### config.mk
export PLATFORM = sky130hd
export DESIGN_NAME = pipe_stage_skid
export DESIGN_NICKNAME = d
export VERILOG_FILES = /design/src/rtl/pipe_stage_skid.sv
export SDC_FILE = /design/constraint.sdc
export NUM_CORES = 1
export LEC_CHECK = 0
export ABC_AREA = 1
export BUFFER_PORTS_ARGS = -buffer_cell sky130_fd_sc_hd__buf_4
export CORE_MARGIN = 3
export CORE_UTILIZATION = 40
export DETAILED_ROUTE_END_ITERATION = 8
export GPL_TIMING_DRIVEN = 0
export PLACE_DENSITY = 0.73
export SLEW_MARGIN = 20
export SYNTH_ARGS = -nofsm -noshare
export SYNTH_HDL_FRONTEND = slang
export SYNTH_SLANG_ARGS = --single-unit
### constraint.sdc
create_clock -name clk -period 16.95 [get_ports clk]
set_input_delay 0.8475 -clock clk [delete_from_list [all_inputs] [get_ports clk]]
set_output_delay 0.8475 -clock clk [all_outputs]
set_load 0.01 [all_outputs]
### src/rtl/pipe_stage_skid.sv
// Pipeline stage register with a valid/ready handshake and a 2-entry skid buffer.
// Every output comes straight from a flop or from decoding the state register.
module pipe_stage_skid #(
  parameter int                CTRL_W      = 9,
  parameter int                DATA_W      = 143,
  parameter logic [CTRL_W-1:0] BUBBLE_CTRL = {CTRL_W{1'b0}}
) (
  input  logic              clk,
  input  logic              rst,
  input  logic              in_valid,
  output logic              in_ready,
  input  logic [CTRL_W-1:0] in_ctrl,
  input  logic [DATA_W-1:0] in_data,
  input  logic              flush,
  output logic              out_valid,
  input  logic              out_ready,
  output logic [CTRL_W-1:0] out_ctrl,
  output logic [DATA_W-1:0] out_data,
  output logic [1:0]        occupancy
);

  typedef enum logic [1:0] {
    ST_EMPTY = 2'd0,
    ST_ONE   = 2'd1,
    ST_FULL  = 2'd2
  } state_t;

  state_t             state_r;
  state_t             state_next_s;
  logic [CTRL_W-1:0]  main_ctrl_r;
  logic [DATA_W-1:0]  main_data_r;
  logic [CTRL_W-1:0]  skid_ctrl_r;
  logic [DATA_W-1:0]  skid_data_r;
  logic               take_in_s;
  logic               take_out_s;

  assign take_in_s  = in_valid && in_ready;
  assign take_out_s = out_valid && out_ready;

  // State register
  always_ff @(posedge clk or posedge rst) begin
    if (rst) begin
      state_r <= ST_EMPTY;
    end else begin
      state_r <= state_next_s;
    end
  end

  // Next-state logic; flush overrides every handshake
  always_comb begin
    state_next_s = state_r;
    if (flush) begin
      state_next_s = ST_EMPTY;
    end else begin
      case (state_r)
        ST_EMPTY: begin
          if (take_in_s) state_next_s = ST_ONE;
          else           state_next_s = ST_EMPTY;
        end
        ST_ONE: begin
          if (take_in_s && !take_out_s)      state_next_s = ST_FULL;
          else if (!take_in_s && take_out_s) state_next_s = ST_EMPTY;
          else                               state_next_s = ST_ONE;
        end
        ST_FULL: begin
          if (take_out_s) state_next_s = ST_ONE;
          else            state_next_s = ST_FULL;
        end
        default: state_next_s = ST_EMPTY;
      endcase
    end
  end

  // Handshake and occupancy decode from the state register only
  always_comb begin
    in_ready  = (state_r != ST_FULL);
    out_valid = (state_r != ST_EMPTY);
    case (state_r)
      ST_EMPTY: occupancy = 2'd0;
      ST_ONE:   occupancy = 2'd1;
      ST_FULL:  occupancy = 2'd2;
      default:  occupancy = 2'd0;
    endcase
  end

  // Main/skid storage; main_ctrl_r is forced to BUBBLE_CTRL on every path into EMPTY
  always_ff @(posedge clk or posedge rst) begin
    if (rst) begin
      main_ctrl_r <= BUBBLE_CTRL;
      main_data_r <= '0;
      skid_ctrl_r <= '0;
      skid_data_r <= '0;
    end else if (flush) begin
      main_ctrl_r <= BUBBLE_CTRL;
      main_data_r <= '0;
      skid_ctrl_r <= '0;
      skid_data_r <= '0;
    end else begin
      case (state_r)
        ST_EMPTY: begin
          if (take_in_s) begin
            main_ctrl_r <= in_ctrl;
            main_data_r <= in_data;
          end
        end
        ST_ONE: begin
          if (take_in_s && take_out_s) begin
            main_ctrl_r <= in_ctrl;
            main_data_r <= in_data;
          end else if (take_in_s) begin
            skid_ctrl_r <= in_ctrl;
            skid_data_r <= in_data;
          end else if (take_out_s) begin
            main_ctrl_r <= BUBBLE_CTRL;
          end
        end
        ST_FULL: begin
          if (take_out_s) begin
            main_ctrl_r <= skid_ctrl_r;
            main_data_r <= skid_data_r;
          end
        end
        default: begin
          main_ctrl_r <= BUBBLE_CTRL;
        end
      endcase
    end
  end

  assign out_ctrl = main_ctrl_r;
  assign out_data = main_data_r;

endmodule
* Yosys cells after proc, flatten, opt, wreduce, memory -nomap -nowiden
Cells that the tools add are included.
Cells by class: equality and inequality tests 9, multiplexer cells 25, reduce and logical (&&, ||, !) cells 15
Operator list (number):
- $mux W143 | 7
- $pmux W143 S3 | 1
- $mux W9 | 9
- $pmux W9 S3 | 1
- $ne A3 B3 Y1 const B | 3
- $ne A4 B4 Y1 const B | 2
- $reduce_and A4 Y1 | 2
- $mux W2 | 3
- $pmux W2 S3 | 1
- $reduce_bool A2 Y1 | 3
- $logic_and A1 B1 Y1 | 5
- $ne A2 B2 Y1 const B | 2
- $pmux W2 S2 | 1
- $reduce_bool A4 Y1 | 1
- $reduce_and A3 Y1 | 1
- $eq A2 B1 Y1 const B | 1
- $eq A2 B2 Y1 const B | 1
- $logic_not A1 Y1 | 2
- $logic_not A2 Y1 | 1
- $mux W1 | 2
Word-level totals: bits of input ports 157, flip-flop bits (word level) 306, output and inout port bits 156

* Logic depth before layout (Yosys ltp)
depth after elaboration 8, depth in mapped cells 9, mapped depth without buffers 7

* Worst setup path before layout
OpenSTA, ideal clock, no wires.
path type flip-flop to output port, start point register state_r[0], end point output port in_ready, setup slack 15.135 ns, cell stages (with the launch flop) 5, data required time 16.102 ns, buffers on the path 2, arrival time 0.968 ns, path through dfrtp_1 > inv_2 > nand2_1 > buf_2 > buf_2
Between the ends: word-level cells in the longest chain between the ends 1
RTL lines:
- start: declaration | RTL line 28 | state_t state_r;
- start signal: assignment | RTL line 45 | state_r <= state_next_s;
- $ne A2 B2 Y1 | RTL line 76 | in_ready = (state_r != ST_FULL);
- end: declaration | RTL line 11 | output logic in_ready,
No other way between the ends.

* Worst setup path in the final report
Ends and elaborated chain as after synthesis.

==> run metrics <==
drt total wl=46000 um; FF-to-FF path depth=7; count leader, synth=nand2_1; CTS Root Cell=clkbuf_16; clk slew on worst S/H paths=60 ps; final slew viol count=0; Cell variety after synth=18; Post-Syn Instances=1787; total CTS buffers=36; Seq cells post-synth=a little over 300; vias in the first global route=13.4k; Worst R2R Setup Slack=14790 ps; Die Ht=194 um; share of cells above drive strength 1=0.210; Worst Tran Pin Value=slightly above 900 ps; top post-synthesis cells by area=dfrtp_1 54%, nand2_1 20%, nand3_1 14%; Crit. End Element=primary output; worst hold slack=361 ps; routed len/inst=17.5 um; CTS Buffer Depth=3; RSZ-0062 raised after global routing=false; syn_area_per_cell=roughly 7.9 um^2; buffer and inverter count on the worst path=4; Synth warnings=0; Placer Congestion=approximately 0.85; 1st-pass router iterations=7; Slew Limit Headroom=0.385; Async S/R FF share, synth=1.00; Placed Cells incl. Taps=2557; die area=between 30000 and 40000 um^2; Mapped Nets=1944; Commonest cells post-synth=732 x nand2_1, 407 x nand3_1, 306 x dfrtp_1, 121 x o21ai_0, 66 x inv_1; Primary FF master, synth=dfrtp_1; Site Rows=68; Top Ports=313; final hold vios=0; Final nets=2297; CTS tree=done; post-detailed-route count of antenna-violating nets=0; slowest CP cell=dfrtp_1; total grt overflow=0; final period demand of the worst path=3060 ps; clk_skew=between 8 and 9 ps; crit-path leading delay family=buffers and inverters; Initial Utilization=0.407; endpoints failing setup=0; H-tree depth=2; Setup Fix Bufs, Post-CTS=0; Max Clock Freq=0.327 GHz; leakage power=10.0 nW; CTS Hold Bufs=0; Remaining DRCs=0; Peak VDD IR=0.0000694 V; final HPWL from detailed placement=33500 um; Vias=13.4k; # resized after CTS=0; pwr dens=slightly below 100 nW/um^2; Clock Sinks=306; final worst-path cycle share=0.181; Synth top area share=0.544; CP dominant cell by count=buf_2; Layout area overhead=29.4%; Crit path required time=16100 ps; worst path cell trace=inv_2 > nand2_1 > buf_2 > buf_2 > buf_4; Critical Path Fanout Max=10; worst min path class=in -> async; non-filler instance count after layout=2622; Chip Width=around 190 um; largest net degree at the start of global routing=92; worst path arrival time=2210 ps; status=finished clean; first-pass GRT wire length=~73000 um; Clk Latency, worst-skew pair=510 ps; DRT iter0 DRCs=996; # fillers=between 3k and 4k; EDFF count, synth=0; GR Util All Layers=0.242; final setup TNS=0 ps; Crit Path Class=reg -> out; core area=between 30000 and 40000 um^2; Netlist Area Pre-Place=14100 um^2; Max Cap Violations=0; initial antenna violation count=3; IO buf count=~310; number of cells on the critical path=5; Synth area leader=dfrtp_1; startpoint types=register; post-synthesis sequential area ratio=0.544; Via-to-Cell Ratio=5.13; CP peak stage delay=between 400 and 500 ps
==> worst register-to-register path: stages (launching register included) <==
cell and delay, ps:
dfrtp_1 450, nor2_1 210, nand2_1 170, nand3_2 370, buf_2 400, buf_2 290, nand3_1 110, nand2_1 80
==> per-layer routing <==
layer  up-vias  global-route usage  wire length [um]
met5         -                   0                13
met2       486               0.390             21300
li1       6469                   -                 -
met3        77              0.0683              4040
met1      6408               0.318             19300
met4         2              0.0745              1420
==> layout make-up <==
| type | instances | area (um^2) | share of cell area |
|---|---|---|---|
| antenna | 2 | 5.00 | 0.000275 |
| buffer | 138 | 682 | 0.0374 |
| clock buffer | 52 | 1060 | 0.0584 |
| clock inverter | 11 | 70.1 | 0.00385 |
| inverter | 69 | 267 | 0.0146 |
| multi-input combinational | 1274 | 5480 | 0.301 |
| sequential | 306 | 7660 | 0.420 |
| tap | 455 | 569 | 0.0312 |
| timing repair buffer | 315 | 2420 | 0.133 |
==> state kept, by name, summed over array words and instances, names as in the netlist <==
signal	flops
state_r	2
skid_data_r	143
out_ctrl	9
out_data	143
skid_ctrl_r	9
==> layout by cell type, fill, tap and decap left out, types with 2 or more instances in the layout <==
cell       instances
buf_1             17
buf_4            321
buf_6              8
buf_16             3
buf_2             56
clkbuf_1          56
clkinv_2           9
a21oi_1            3
nor2_1             3
clkbuf_16         38
o21ai_0          121
dfrtp_1          306
diode_2            2
inv_2              3
nor2_4             2
inv_1             65
nand2_1          732
clkbuf_8           6
nand2_2            3
nand3_1          407
==> logic make-up (layout without fill, tap and decap cells) <==
| family | count (synthesis) | after routing | synth area share |
|---|---|---|---|
| and+or+nand+nor | 1149 | 1149 | 0.345 |
| DFF | 306 | 306 | 0.544 |
| buffers and inverters | 207 | 585 | 0.0668 |
| AOI/OAI and AO/OA | 125 | 125 | 0.0446 |
| other | 0 | 2 | 0 |
==> where the power goes <==
part / internal, W / switching [W]
Combinational: 0.000109 / 0.000163
Sequential: 0.000771 / 0.0000239
Clock: 0.000437 / 0.000307
==> final timing paths <==
kind / to / from
worst max-delay path: in_ready / state_r[0]
worst min-delay path: out_data[64] / rst
worst max register to register: out_data[52] / state_r[1]
worst min register to register: out_data[2] / out_data[2]
max in group asynchronous: skid_data_r[94] / rst
min in group clk: out_data[2] / out_data[2]
==> stage by stage <==
stage | util | worst slack (ps) | total power, W | instance area, um^2
6_report | 0.526 | 13890 | 0.00181 | 18200
5_1_grt | 0.526 | 13730 | 0.00189 | 18200
4_1_cts | 0.526 | 13840 | 0.00183 | 18200
3_5_place_dp | 0.493 | 14130 | 0.00108 | 17100
3_3_place_gp | 0.491 | 4080 | 0.00107 | 17000
2_1_floorplan | - | 7640 | 0.000938 | 14100
No activity file was read; power rests on OpenSTA's default activity.
